<file path="src/rtl/id_ex_stage.sv">
`default_nettype none
// ============================================================================
//  Module   : id_ex_stage
//  Purpose  : ID/EX pipeline register for an RV32I core. Applies EX/MEM and
//             MEM/WB forwarding to the register-file operands, decodes the
//             4-bit ALU control code, selects ALU operands and registers the
//             result for the execute stage. Detects load-use hazards and
//             inserts bubbles; honours downstream stall and branch flush.
//  Ports    : clk, rst            - clock, synchronous active-high reset
//             in_*                - decoded instruction fields and RF data
//             exm_*, wb_*         - forwarding sources (EX/MEM, MEM/WB)
//             stall, flush        - downstream hold / kill captured slot
//             load_use_stall      - combinational hold request to PC/IF/ID
//             ex_*                - registered execute-stage controls/data
//  Revision : 1.0  initial release
// ============================================================================
module id_ex_stage #(
  parameter int              XLEN     = 32,
  parameter logic [XLEN-1:0] RESET_PC = '0
) (
  input  logic            clk,
  input  logic            rst,
  input  logic            in_valid,
  input  logic [XLEN-1:0] in_pc,
  input  logic [6:0]      in_opcode,
  input  logic [2:0]      in_funct3,
  input  logic            in_funct7_5,
  input  logic [4:0]      in_rs1_addr,
  input  logic [4:0]      in_rs2_addr,
  input  logic [4:0]      in_rd_addr,
  input  logic [XLEN-1:0] in_rs1_data,
  input  logic [XLEN-1:0] in_rs2_data,
  input  logic [XLEN-1:0] in_imm,
  input  logic            exm_reg_write,
  input  logic [4:0]      exm_rd,
  input  logic [XLEN-1:0] exm_data,
  input  logic            wb_reg_write,
  input  logic [4:0]      wb_rd,
  input  logic [XLEN-1:0] wb_data,
  input  logic            stall,
  input  logic            flush,
  output logic            load_use_stall,
  output logic            ex_valid,
  output logic [XLEN-1:0] ex_pc,
  output logic [XLEN-1:0] ex_alu_a,
  output logic [XLEN-1:0] ex_alu_b,
  output logic [3:0]      ex_alu_ctrl,
  output logic [4:0]      ex_rd,
  output logic            ex_reg_write,
  output logic            ex_mem_read,
  output logic            ex_mem_write,
  output logic            ex_branch,
  output logic            ex_jump,
  output logic            ex_illegal,
  output logic [2:0]      ex_funct3,
  output logic [XLEN-1:0] ex_store_data
);

  localparam logic [6:0] OP_R      = 7'b0110011;
  localparam logic [6:0] OP_I      = 7'b0010011;
  localparam logic [6:0] OP_LOAD   = 7'b0000011;
  localparam logic [6:0] OP_STORE  = 7'b0100011;
  localparam logic [6:0] OP_BRANCH = 7'b1100011;
  localparam logic [6:0] OP_LUI    = 7'b0110111;
  localparam logic [6:0] OP_AUIPC  = 7'b0010111;
  localparam logic [6:0] OP_JAL    = 7'b1101111;
  localparam logic [6:0] OP_JALR   = 7'b1100111;

  localparam logic [3:0] ALU_ADD  = 4'd0;
  localparam logic [3:0] ALU_SUB  = 4'd1;
  localparam logic [3:0] ALU_XOR  = 4'd2;
  localparam logic [3:0] ALU_OR   = 4'd3;
  localparam logic [3:0] ALU_AND  = 4'd4;
  localparam logic [3:0] ALU_SLL  = 4'd5;
  localparam logic [3:0] ALU_SRL  = 4'd6;
  localparam logic [3:0] ALU_SRA  = 4'd7;
  localparam logic [3:0] ALU_SLT  = 4'd8;
  localparam logic [3:0] ALU_SLTU = 4'd9;

  localparam logic [XLEN-1:0] FOUR = XLEN'(4);

  typedef enum logic [1:0] {A_RS1, A_PC, A_ZERO} a_sel_t;
  typedef enum logic [1:0] {B_RS2, B_IMM, B_FOUR} b_sel_t;

  // funct3 -> ALU code; the SUB alternative only exists for R-type,
  // whereas SRA/SRL is chosen by instr[30] for both R-type and I-ALU.
  function automatic logic [3:0] alu_op(input logic [2:0] f3,
                                        input logic       alt,
                                        input logic       is_r);
    logic [3:0] op;
    case (f3)
      3'b000:  op = (is_r && alt) ? ALU_SUB : ALU_ADD;
      3'b001:  op = ALU_SLL;
      3'b010:  op = ALU_SLT;
      3'b011:  op = ALU_SLTU;
      3'b100:  op = ALU_XOR;
      3'b101:  op = alt ? ALU_SRA : ALU_SRL;
      3'b110:  op = ALU_OR;
      default: op = ALU_AND;
    endcase
    return op;
  endfunction

  logic [3:0] dec_ctrl;
  a_sel_t     a_sel;
  b_sel_t     b_sel;
  logic       use_rs1;
  logic       use_rs2;
  logic       dec_reg_write;
  logic       dec_mem_read;
  logic       dec_mem_write;
  logic       dec_branch;
  logic       dec_jump;
  logic       dec_illegal;

  always_comb begin
    dec_ctrl      = ALU_ADD;
    a_sel         = A_RS1;
    b_sel         = B_IMM;
    use_rs1       = 1'b0;
    use_rs2       = 1'b0;
    dec_reg_write = 1'b0;
    dec_mem_read  = 1'b0;
    dec_mem_write = 1'b0;
    dec_branch    = 1'b0;
    dec_jump      = 1'b0;
    dec_illegal   = 1'b0;
    case (in_opcode)
      OP_R: begin
        dec_ctrl      = alu_op(in_funct3, in_funct7_5, 1'b1);
        b_sel         = B_RS2;
        use_rs1       = 1'b1;
        use_rs2       = 1'b1;
        dec_reg_write = 1'b1;
      end
      OP_I: begin
        dec_ctrl      = alu_op(in_funct3, in_funct7_5, 1'b0);
        use_rs1       = 1'b1;
        dec_reg_write = 1'b1;
      end
      OP_LOAD: begin
        use_rs1       = 1'b1;
        dec_reg_write = 1'b1;
        dec_mem_read  = 1'b1;
      end
      OP_STORE: begin
        use_rs1       = 1'b1;
        use_rs2       = 1'b1;
        dec_mem_write = 1'b1;
      end
      OP_BRANCH: begin
        dec_ctrl   = ALU_SUB;
        b_sel      = B_RS2;
        use_rs1    = 1'b1;
        use_rs2    = 1'b1;
        dec_branch = 1'b1;
      end
      OP_LUI: begin
        a_sel         = A_ZERO;
        dec_reg_write = 1'b1;
      end
      OP_AUIPC: begin
        a_sel         = A_PC;
        dec_reg_write = 1'b1;
      end
      OP_JAL, OP_JALR: begin
        // ALU produces the link address pc+4; JALR still reads rs1 for the
        // target adder elsewhere, so it participates in hazard detection.
        a_sel         = A_PC;
        b_sel         = B_FOUR;
        use_rs1       = (in_opcode == OP_JALR);
        dec_reg_write = 1'b1;
        dec_jump      = 1'b1;
      end
      default: dec_illegal = 1'b1;
    endcase
  end

  // Forwarding: EX/MEM beats MEM/WB; x0 and unused sources never forward.
  logic            rs1_exm_hit;
  logic            rs1_wb_hit;
  logic            rs2_exm_hit;
  logic            rs2_wb_hit;
  logic [XLEN-1:0] rs1_val;
  logic [XLEN-1:0] rs2_val;

  assign rs1_exm_hit = use_rs1 && exm_reg_write && (exm_rd != 5'd0) && (exm_rd == in_rs1_addr);
  assign rs1_wb_hit  = use_rs1 && wb_reg_write  && (wb_rd  != 5'd0) && (wb_rd  == in_rs1_addr);
  assign rs2_exm_hit = use_rs2 && exm_reg_write && (exm_rd != 5'd0) && (exm_rd == in_rs2_addr);
  assign rs2_wb_hit  = use_rs2 && wb_reg_write  && (wb_rd  != 5'd0) && (wb_rd  == in_rs2_addr);

  assign rs1_val = rs1_exm_hit ? exm_data : (rs1_wb_hit ? wb_data : in_rs1_data);
  assign rs2_val = rs2_exm_hit ? exm_data : (rs2_wb_hit ? wb_data : in_rs2_data);

  logic [XLEN-1:0] alu_a;
  logic [XLEN-1:0] alu_b;

  always_comb begin
    case (a_sel)
      A_PC:    alu_a = in_pc;
      A_ZERO:  alu_a = '0;
      default: alu_a = rs1_val;
    endcase
    case (b_sel)
      B_RS2:   alu_b = rs2_val;
      B_FOUR:  alu_b = FOUR;
      default: alu_b = in_imm;
    endcase
  end

  assign load_use_stall = in_valid && ex_valid && ex_mem_read && (ex_rd != 5'd0) &&
                          ((use_rs1 && (ex_rd == in_rs1_addr)) ||
                           (use_rs2 && (ex_rd == in_rs2_addr)));

  // A flush overrides a downstream stall; otherwise a stall freezes the
  // register. When the register updates, it captures only a real,
  // hazard-free, unflushed instruction and loads a bubble in all other cases.
  logic update;
  logic capture;

  assign update  = flush || !stall;
  assign capture = in_valid && !flush && !load_use_stall;

  always_ff @(posedge clk) begin
    if (rst) begin
      ex_valid      <= 1'b0;
      ex_pc         <= RESET_PC;
      ex_alu_a      <= '0;
      ex_alu_b      <= '0;
      ex_alu_ctrl   <= 4'd0;
      ex_rd         <= 5'd0;
      ex_reg_write  <= 1'b0;
      ex_mem_read   <= 1'b0;
      ex_mem_write  <= 1'b0;
      ex_branch     <= 1'b0;
      ex_jump       <= 1'b0;
      ex_illegal    <= 1'b0;
      ex_funct3     <= 3'd0;
      ex_store_data <= '0;
    end else if (update) begin
      ex_valid      <= capture;
      ex_pc         <= in_pc;
      ex_alu_a      <= alu_a;
      ex_alu_b      <= alu_b;
      ex_store_data <= rs2_val;
      ex_alu_ctrl   <= capture ? dec_ctrl : 4'd0;
      ex_rd         <= capture ? in_rd_addr : 5'd0;
      ex_funct3     <= capture ? in_funct3 : 3'd0;
      ex_reg_write  <= capture && dec_reg_write && (in_rd_addr != 5'd0);
      ex_mem_read   <= capture && dec_mem_read;
      ex_mem_write  <= capture && dec_mem_write;
      ex_branch     <= capture && dec_branch;
      ex_jump       <= capture && dec_jump;
      ex_illegal    <= capture && dec_illegal;
    end
  end

endmodule
`default_nettype wire

</file>
<file path="config.mk">
export PLATFORM = sky130hd
export DESIGN_NAME = id_ex_stage
export DESIGN_NICKNAME = d
export VERILOG_FILES = /design/src/rtl/id_ex_stage.sv
export SDC_FILE = /design/constraint.sdc
export NUM_CORES = 1
export LEC_CHECK = 0
export BUFFER_PORTS_ARGS = -buffer_cell sky130_fd_sc_hd__buf_2
export CAP_MARGIN = 0
export CORE_ASPECT_RATIO = 1.2
export CORE_MARGIN = 2
export CORE_UTILIZATION = 35
export DETAILED_ROUTE_END_ITERATION = 8
export GPL_TIMING_DRIVEN = 1
export PLACE_DENSITY = 0.61
export SLEW_MARGIN = 10
export SYNTH_ARGS = -nofsm -noshare
export SYNTH_HDL_FRONTEND = slang
export SYNTH_SLANG_ARGS = --single-unit
</file>
<file path="constraint.sdc">
create_clock -name clk -period 7.2 [get_ports clk]
set_input_delay 1.44 -clock clk [delete_from_list [all_inputs] [get_ports clk]]
set_output_delay 1.44 -clock clk [all_outputs]
set_load 0.01 [all_outputs]
</file>
==> impl_results.md, run 1 <==
- Min Tclk post-route: 4160 ps
- Worst Path Required: roughly 5800 ps
- Post-CTS Hold Fix Bufs: 0
- CP most frequent cell: buf_2
- Reg-to-reg startpoint: ex_rd[0]
- Outcome: complete, no violations
- Worst-Margin Slew: 1200 ps
- Count leader, synth: a21oi_1
- Area growth syn-to-layout: 33.1%
- R2r setup slk: roughly 5000 ps
- Post-synth EDFFs: 0
- Cell taking the most area after synthesis: dfxtp_1
- Synthesized area: 7900 um2
- Pins over their slew limit: 0
- Hold Path Sink: ex_pc[13]
- Row Count: 60
- Setup TNS Final: 0 ps
- Internal Dissipation: 1.53 mW
- Switching part of the total: 30.4%
- Mapped Nets: 1,282
- Netlist cell types: 54
- Gr usage total: 28.6%
- Layout fillers: 2,255
- Slowest CP cell: a21bo_1
- Post-CTS Setup Repair Bufs: 0
- Worst-path fanout max: 11
- ANT nets after route: 0
- LEAKAGE: around 5 nW
- Setup crit start kind: input port
- Register area share after synthesis: around 37%
- Vias in the first global route: 8,826
- Hold_sp: ex_pc[13]
- Clk_lat worst skew: 440 ps
- Async SR Flop Fraction: 0%
- Buffers on Ports: 382
- Number of buffers created by CTS: 17
- Fmax: between 200 and 250 MHz
- Ys flop type: dfxtp_1
- CP Cell Sequence: buf_2, a21bo_1, or2_4, nand4b_1, a21oi_1, buf_2
- Crit path kind: input port to output port
- Synth cell count leaders: a21oi_1 (161), dfxtp_1 (147), nand2_1 (144)
- Max transition margin: 20.1%
- Vias: 9,300
- Post-synthesis average cell area: 7.55 um2
- Worst hold path type: flip-flop to flip-flop
- Switching pwr: between 600 and 700 uW
- Remaining DRCs: 0
- Initial antenna violation count: 3
- Top Family by Delay on Critical Path: compound AO/OA/AOI/OAI gates
- Slowest stage delay, CP: 280 ps
- Via-to-Cell Ratio: roughly 5.6
- Data arrival, critical path: 2720 ps
- Pwr Total: 2.19 mW
- CTS max path bufs: 2
- Final setup viols: 0
- Syn Inst Count: 1,046
- Seq pwr share: between 40% and 50%
- Top-level I/O count: between 300 and 400
- WP buf/inv: 2
- Power share of the clock group: between 40% and 50%
- Largest net degree at the start of global routing: 102
- First-pass GRT wire length: 52.0 mm
- R2R Path End: ex_alu_ctrl[2]
- Skew final: 7.05 ps
- Nets: 1,606
- Dpl hpwl: between 20 and 30 mm
- RePlAce Congestion: 0.925
- DRT Wirelength: between 30 and 40 mm
- Max-cap violations: 0
- WL/cell: ~21 um
- Die span in x: 141 um
- Hold Crit Depth: 2
- CTS root buf: clkbuf_16
- Clk pin slew, worst setup/hold paths: 70 ps
- H-tree depth: 4
- Crit. End Element: output port
- Initial core utilization: 35.4%
- Area share of the largest cell type after synthesis: 37.3%
- Final cycle utilization of the critical path: 57.7%
- Clk sinks: 147
- Layout cell share with drive strength beyond 1: 32.0%
- PD cells: 209 nW/um2
- RSZ-0062 raised after global routing: no
- Final hold violation count: 0
- Die area: 23,800 um2
- Router iterations before antenna repair: 5
- Top cells by area, synth: dfxtp_1 (37%), a21oi_1 (10%), nand2_1 (6.8%), nor2_1 (4.7%), a311o_1 (4.1%)
- Synthesis-stage register bit count: 147
- 1st-iter DRT viols: 640
- Placeable Area: 22,300 um2
- Logic pwr share: 18.2%
- IR drop worst, VDD: 158 uV
- TritonCTS clock tree: yes
- Global route total overflow: 0
- FF-to-FF path depth: 5
- Yosys warning total: 0
- Post-CTS Resized: 0
- Die H: 169 um
through the flow:
stage	area, um2	hold slack, ps	setup slack [ps]	instances	util (%)
6_report	10500	449	3040	1666	47.2
3_5_place_dp	9930	433	2780	1630	44.5
5_1_grt	10500	468	2970	1664	47.1
4_1_cts	10500	449	3050	1662	47.1
2_1_floorplan	7900	467	3350	1046	-
3_3_place_gp	9930	429	2890	1630	44.5
placed cells by master, fill, tap and decap left out, drive strengths merged, types with 5 or more instances in the layout:
cell type	instances
o32ai	5
o2bb2ai	32
a31oi	32
nand3	8
o21ai	18
buf	394
clkbuf	18
inv	71
xnor2	17
or4	5
nor3	28
nand2	144
a21oi	161
or3	34
a22o	9
dfxtp	147
o31a	23
xor2	13
a311o	32
nor2b	7
nor2	98
and3	8
a211oi	32
cell type report:
type | count | area, um2 | share of cell area, %
Antenna cell | 4 | 10.0 | 0.0952
Clock buffer | 18 | 439 | 4.18
Clock inverter | 14 | 141 | 1.34
Inverter | 64 | 240 | 2.28
Multi-Input combinational cell | 746 | 4390 | 41.7
Sequential cell | 147 | 2940 | 28.0
Tap cell | 279 | 349 | 3.32
Timing Repair Buffer | 394 | 2000 | 19.1
how the worst max path moves through the flow:
stage	from	end	slack [ps]	cells past startpoint
2_1_floorplan	in_opcode[6]	load_use_stall	3350	5
3_3_place_gp	in_opcode[6]	ex_alu_a[31]	2890	10
3_5_place_dp	in_opcode[6]	ex_alu_a[19]	2780	10
4_1_cts	in_opcode[5]	load_use_stall	3050	6
5_1_grt	in_opcode[5]	load_use_stall	2970	6
6_report	in_opcode[5]	load_use_stall	3040	6
tightest hold or removal path: cells and delay by family, from the launching register on:
kind            cells  cell delay [ps]
flops               1              310
simple gates        1               50
compound gates      1               50
power by group through the flow:
stage | sequential (mW) | combinational [mW] | clock (mW)
finish | 0.889 | 0.399 | 0.906
global route | 0.894 | 0.432 | 0.954
CTS | 0.889 | 0.399 | 0.916
detailed placement | 0.908 | 0.398 | 0
global placement | 0.906 | 0.395 | 0
floorplan | 0.930 | 0.177 | 0
flip-flops by register name, indices dropped and copies added (netlist names):
| name | count |
|---|---|
| ex_store_data | 32 |
| ex_alu_a | 32 |
| ex_alu_ctrl | 4 |
| ex_mem_read | 1 |
| ex_pc | 32 |
| ex_mem_write | 1 |
| ex_funct3 | 3 |
| ex_branch | 1 |
| ex_reg_write | 1 |
| ex_valid | 1 |
| ex_rd | 5 |
| ex_illegal | 1 |
| ex_jump | 1 |
| ex_alu_b | 32 |
kinds of logic (layout without fill, tap and decap cells):
logic type      after synthesis  after routing  share of synthesized area [%]
other cells                   0              4                              0
mux                           1              1                          0.127
xor+xnor                     30             30                           3.33
flops                       147            147                           37.3
fa+ha+maj                     1              1                          0.158
simple gates                350            350                           20.5
compound gates              364            364                           30.7
buf+inv                     153            490                           7.84
layer usage:
layer | wire length, um | global-route usage (%) | share of wire (%)
met5 | 0 | 0 | 0
met4 | 1550 | 13.9 | 4.3
met3 | 3050 | 7.41 | 8.5
met2 | 18100 | 51.2 | 51
met1 | 13100 | 31.3 | 37
(Power assumes the default switching activity.)
==> run 2, diff against run 1 <==
- ABC_AREA: unset -> 1
- PLACE_DENSITY: 0.61 -> 0.59
- clock period: 7.2 -> 4.1 ns (I/O delays scaled with it)
==> impl_results.md, run 2 <==
- Dpl hpwl: 28.4 mm (+11%)
- Crit path kind: input port to output port
- Skew final: 7.96 ps (+0.914 ps)
- CTS root buf: clkbuf_16
- Vias: 10,700 (+15%)
- Buffers on Ports: 382 (unchanged)
- Post-synth EDFFs: 0 (unchanged)
- Router iterations before antenna repair: 8 (+3)
- Yosys warning total: 0 (unchanged)
- Top Family by Delay on Critical Path: simple AND/OR/NAND/NOR gates
- Row Count: 65 (+8.3%)
- CP most frequent cell: nand2_1
- Min Tclk post-route: a little over 3000 ps
- Top-level I/O count: 383 (unchanged)
- LEAKAGE: 6.80 nW (+33%)
- Post-synthesis average cell area: 6.37 um2 (-16%)
- Post-CTS Resized: 0 (unchanged)
- Die area: 28,400 um2 (+19%)
- Data arrival, critical path: 2220 ps (-500 ps)
- Pins over their slew limit: 0 (unchanged)
- Layout cell share with drive strength beyond 1: 28.5% (-3.4 points)
- WP buf/inv: 4 (+2)
- Die span in x: 154 um (+9.2%)
- Initial antenna violation count: 9 (+6)
- Max transition margin: 20.3% (+0.17 points)
- Synthesized area: 9460 um2 (+20%)
- Clk_lat worst skew: 430 ps (about the same)
- CTS max path bufs: 2 (unchanged)
- Register area share after synthesis: 31.1% (-6.2 points)
- PD cells: 331 nW/um2 (+59%)
- Worst-path fanout max: 28 (+17)
- Netlist cell types: 40 (-26%)
- Nets: 2,039 (+27%)
- Hold slack: 463 ps (+14.7 ps)
- Area growth syn-to-layout: 27.5%
- Initial core utilization: 35.8% (+0.37 points)
- Slowest stage delay, CP: 300 ps (+20 ps)
- Area share of the largest cell type after synthesis: 31.1% (-6.2 points)
- CP Cell Sequence: buf_2, nand2_1, inv_1, nand3_1, nor2_1, nor2_4, nand2_4, nand2_1, nand2_1, nand2_1, inv_1, buf_2
- Outcome: complete, no violations
- Remaining DRCs: 0 (unchanged)
- RePlAce Congestion: 0.934 (+0.96%)
- Max-cap violations: 0 (unchanged)
- First-pass GRT wire length: 56.7 mm (+8.9%)
- Post-CTS Setup Repair Bufs: 0 (unchanged)
- Ys flop type: dfxtp_1
- Global route total overflow: 0 (unchanged)
- RSZ-0062 raised after global routing: no
- Post-route insts no fill: 2,159 (+30%)
- Worst hold path type: flip-flop to flip-flop
- H-tree depth: 4 (unchanged)
- Gr usage total: 25.5% (-3.1 points)
- Final hold violation count: 0 (unchanged)
- Layout fillers: 2,862 (+27%)
- Mapped Nets: 1,722 (+34%)
- Slowest CP cell: nand2_4
- Synth cell count leaders: nand2_1 (386), inv_1 (205), dfxtp_1 (147)
- Crit. End Element: output port
- Clk pin slew, worst setup/hold paths: 60 ps (about the same)
- Sequential cell area: 2940 um2 (unchanged)
- Clk sinks: 147 (unchanged)
- Fmax: 329 MHz
- Count leader, synth: nand2_1
- Multi-input gate area: 5210 um2 (+19%)
- DRT Wirelength: 37.0 mm (+3.4%)
- TritonCTS clock tree: yes
- Post-Place Cells: 2,119 (+30%)
- Most common cell after layout, fill and taps aside: nand2_1
- Largest net degree at the start of global routing: 101 (-0.98%)
- Final setup viols: 0 (unchanged)
- Post-CTS Hold Fix Bufs: 0 (unchanged)
- Cell taking the most area after synthesis: dfxtp_1
- Die H: 184 um (+9.2%)
- IR drop worst, VDD: 223 uV (+41%)
- WL/cell: 17.1 um (-20%)
- Number of buffers created by CTS: 17 (unchanged)
- Placeable Area: 26,400 um2 (+19%)
- 1st-iter DRT viols: 572 (-11%)
- Worst Path Required: 3280 ps (-2480 ps)
- Leading cell types in the layout, fill and taps excluded: nand2_1 (386), buf_2 (382), inv_1 (203), dfxtp_1 (147), nand3_1 (121)
- Final cycle utilization of the critical path: 74.1%
- ANT nets after route: 0 (unchanged)
- Vias in the first global route: 10,100 (+15%)
- Syn Inst Count: 1,486 (+42%)
- Top cells by area, synth: dfxtp_1 (31%), nand2_1 (15%), inv_1 (8.1%), nand3_1 (6.4%), o21ai_0 (6.3%)
- Via-to-Cell Ratio: 4.97 (-11%)
- Setup TNS Final: 0 ps (unchanged)
- Setup crit start kind: input port
- Async SR Flop Fraction: 0% (unchanged)
- Worst-Margin Slew: 1190 ps (-7.81 ps)
- Synthesis-stage register bit count: 147 (unchanged)
==> run 2: cell count changes after synthesis, moves of 31 or more <==
cell       before  now
inv_1          64  205
nand2_1       144  386
o2bb2ai_1      32    0
a211oi_1       31    0
or3_1          34    0
nand4_1         1   34
nand3_2         0   40
nand3_1         8  121
a311o_1        32    0
o21ai_0        16  120
a21oi_1       161   87
==> run 2: cell families (layout without fill, tap and decap cells) <==
kind of cell	after synthesis	in the layout	share of synthesized area, %
and+or+nand+nor	731	731	36.9
buffers and inverters	311	641	14.0
AOI/OAI and AO/OA	281	281	16.5
DFF	147	147	31.1
xor gates and xnor gates	15	15	1.39
adders and majority gates	1	1	0.132
other	0	8	0
==> run 2: per-stage QoR <==
step                      instance area [um2]  power (mW)  utilization [%]  setup WS (ps)
after floorplan                          9460        2.00                -           1440
after global placement                  11400        2.34             43.2            984
after detailed placement                11400        2.34             43.2            927
after CTS                               12000        4.03             45.6           1060
after global routing                    12100        4.17             45.6            912
final                                   12100        3.99             45.6           1060
==> run 2: path summary, 6_finish.rpt <==
check,startpoint,to,slack [ps],cells after the start
hold reg to reg,ex_store_data[0],ex_store_data[0],460,2
hold / removal,ex_store_data[0],ex_store_data[0],460,2
setup / recovery,in_opcode[1],load_use_stall,1060,12
setup reg to reg,ex_rd[0],ex_illegal,2500,9
==> run 2: worst register-to-register path, stage by stage, from the launching register on <==
cell	delay, ps
dfxtp_1	460
xnor2_1	150
nand3_1	80
nor2_1	150
nand3_1	100
nand2_1	70
nand2_1	70
buf_4	210
nand3_1	110
a21oi_1	80
==> run 2: where the power goes <==
part | switching [mW] | internal, mW | leakage, nW
Combinational | 0.449 | 0.288 | 5.27
Clock | 0.695 | 0.987 | 0.304
Sequential | 0.0521 | 1.52 | 1.22
Total | 1.20 | 2.80 | 6.80
==> run 2: cell type report <==
type,instances,share of cell area (%)
Clock buffer,19,3.67
Sequential cell,147,24.4
Tap cell,335,3.48
Clock inverter,13,1.43
Antenna cell,8,0.166
Timing Repair Buffer,399,17.1
Multi-Input combinational cell,1028,43.2
Inverter,210,6.56
==> run 2: layer usage <==
layer | GRT usage [%] | vias up | part of all wire [%]
li1 | - | 5421 | -
met1 | 34.1 | 4867 | 46
met2 | 40.8 | 397 | 45
met3 | 5.38 | 49 | 6.5
met4 | 8.71 | 0 | 2.4
met5 | 0 | - | 0
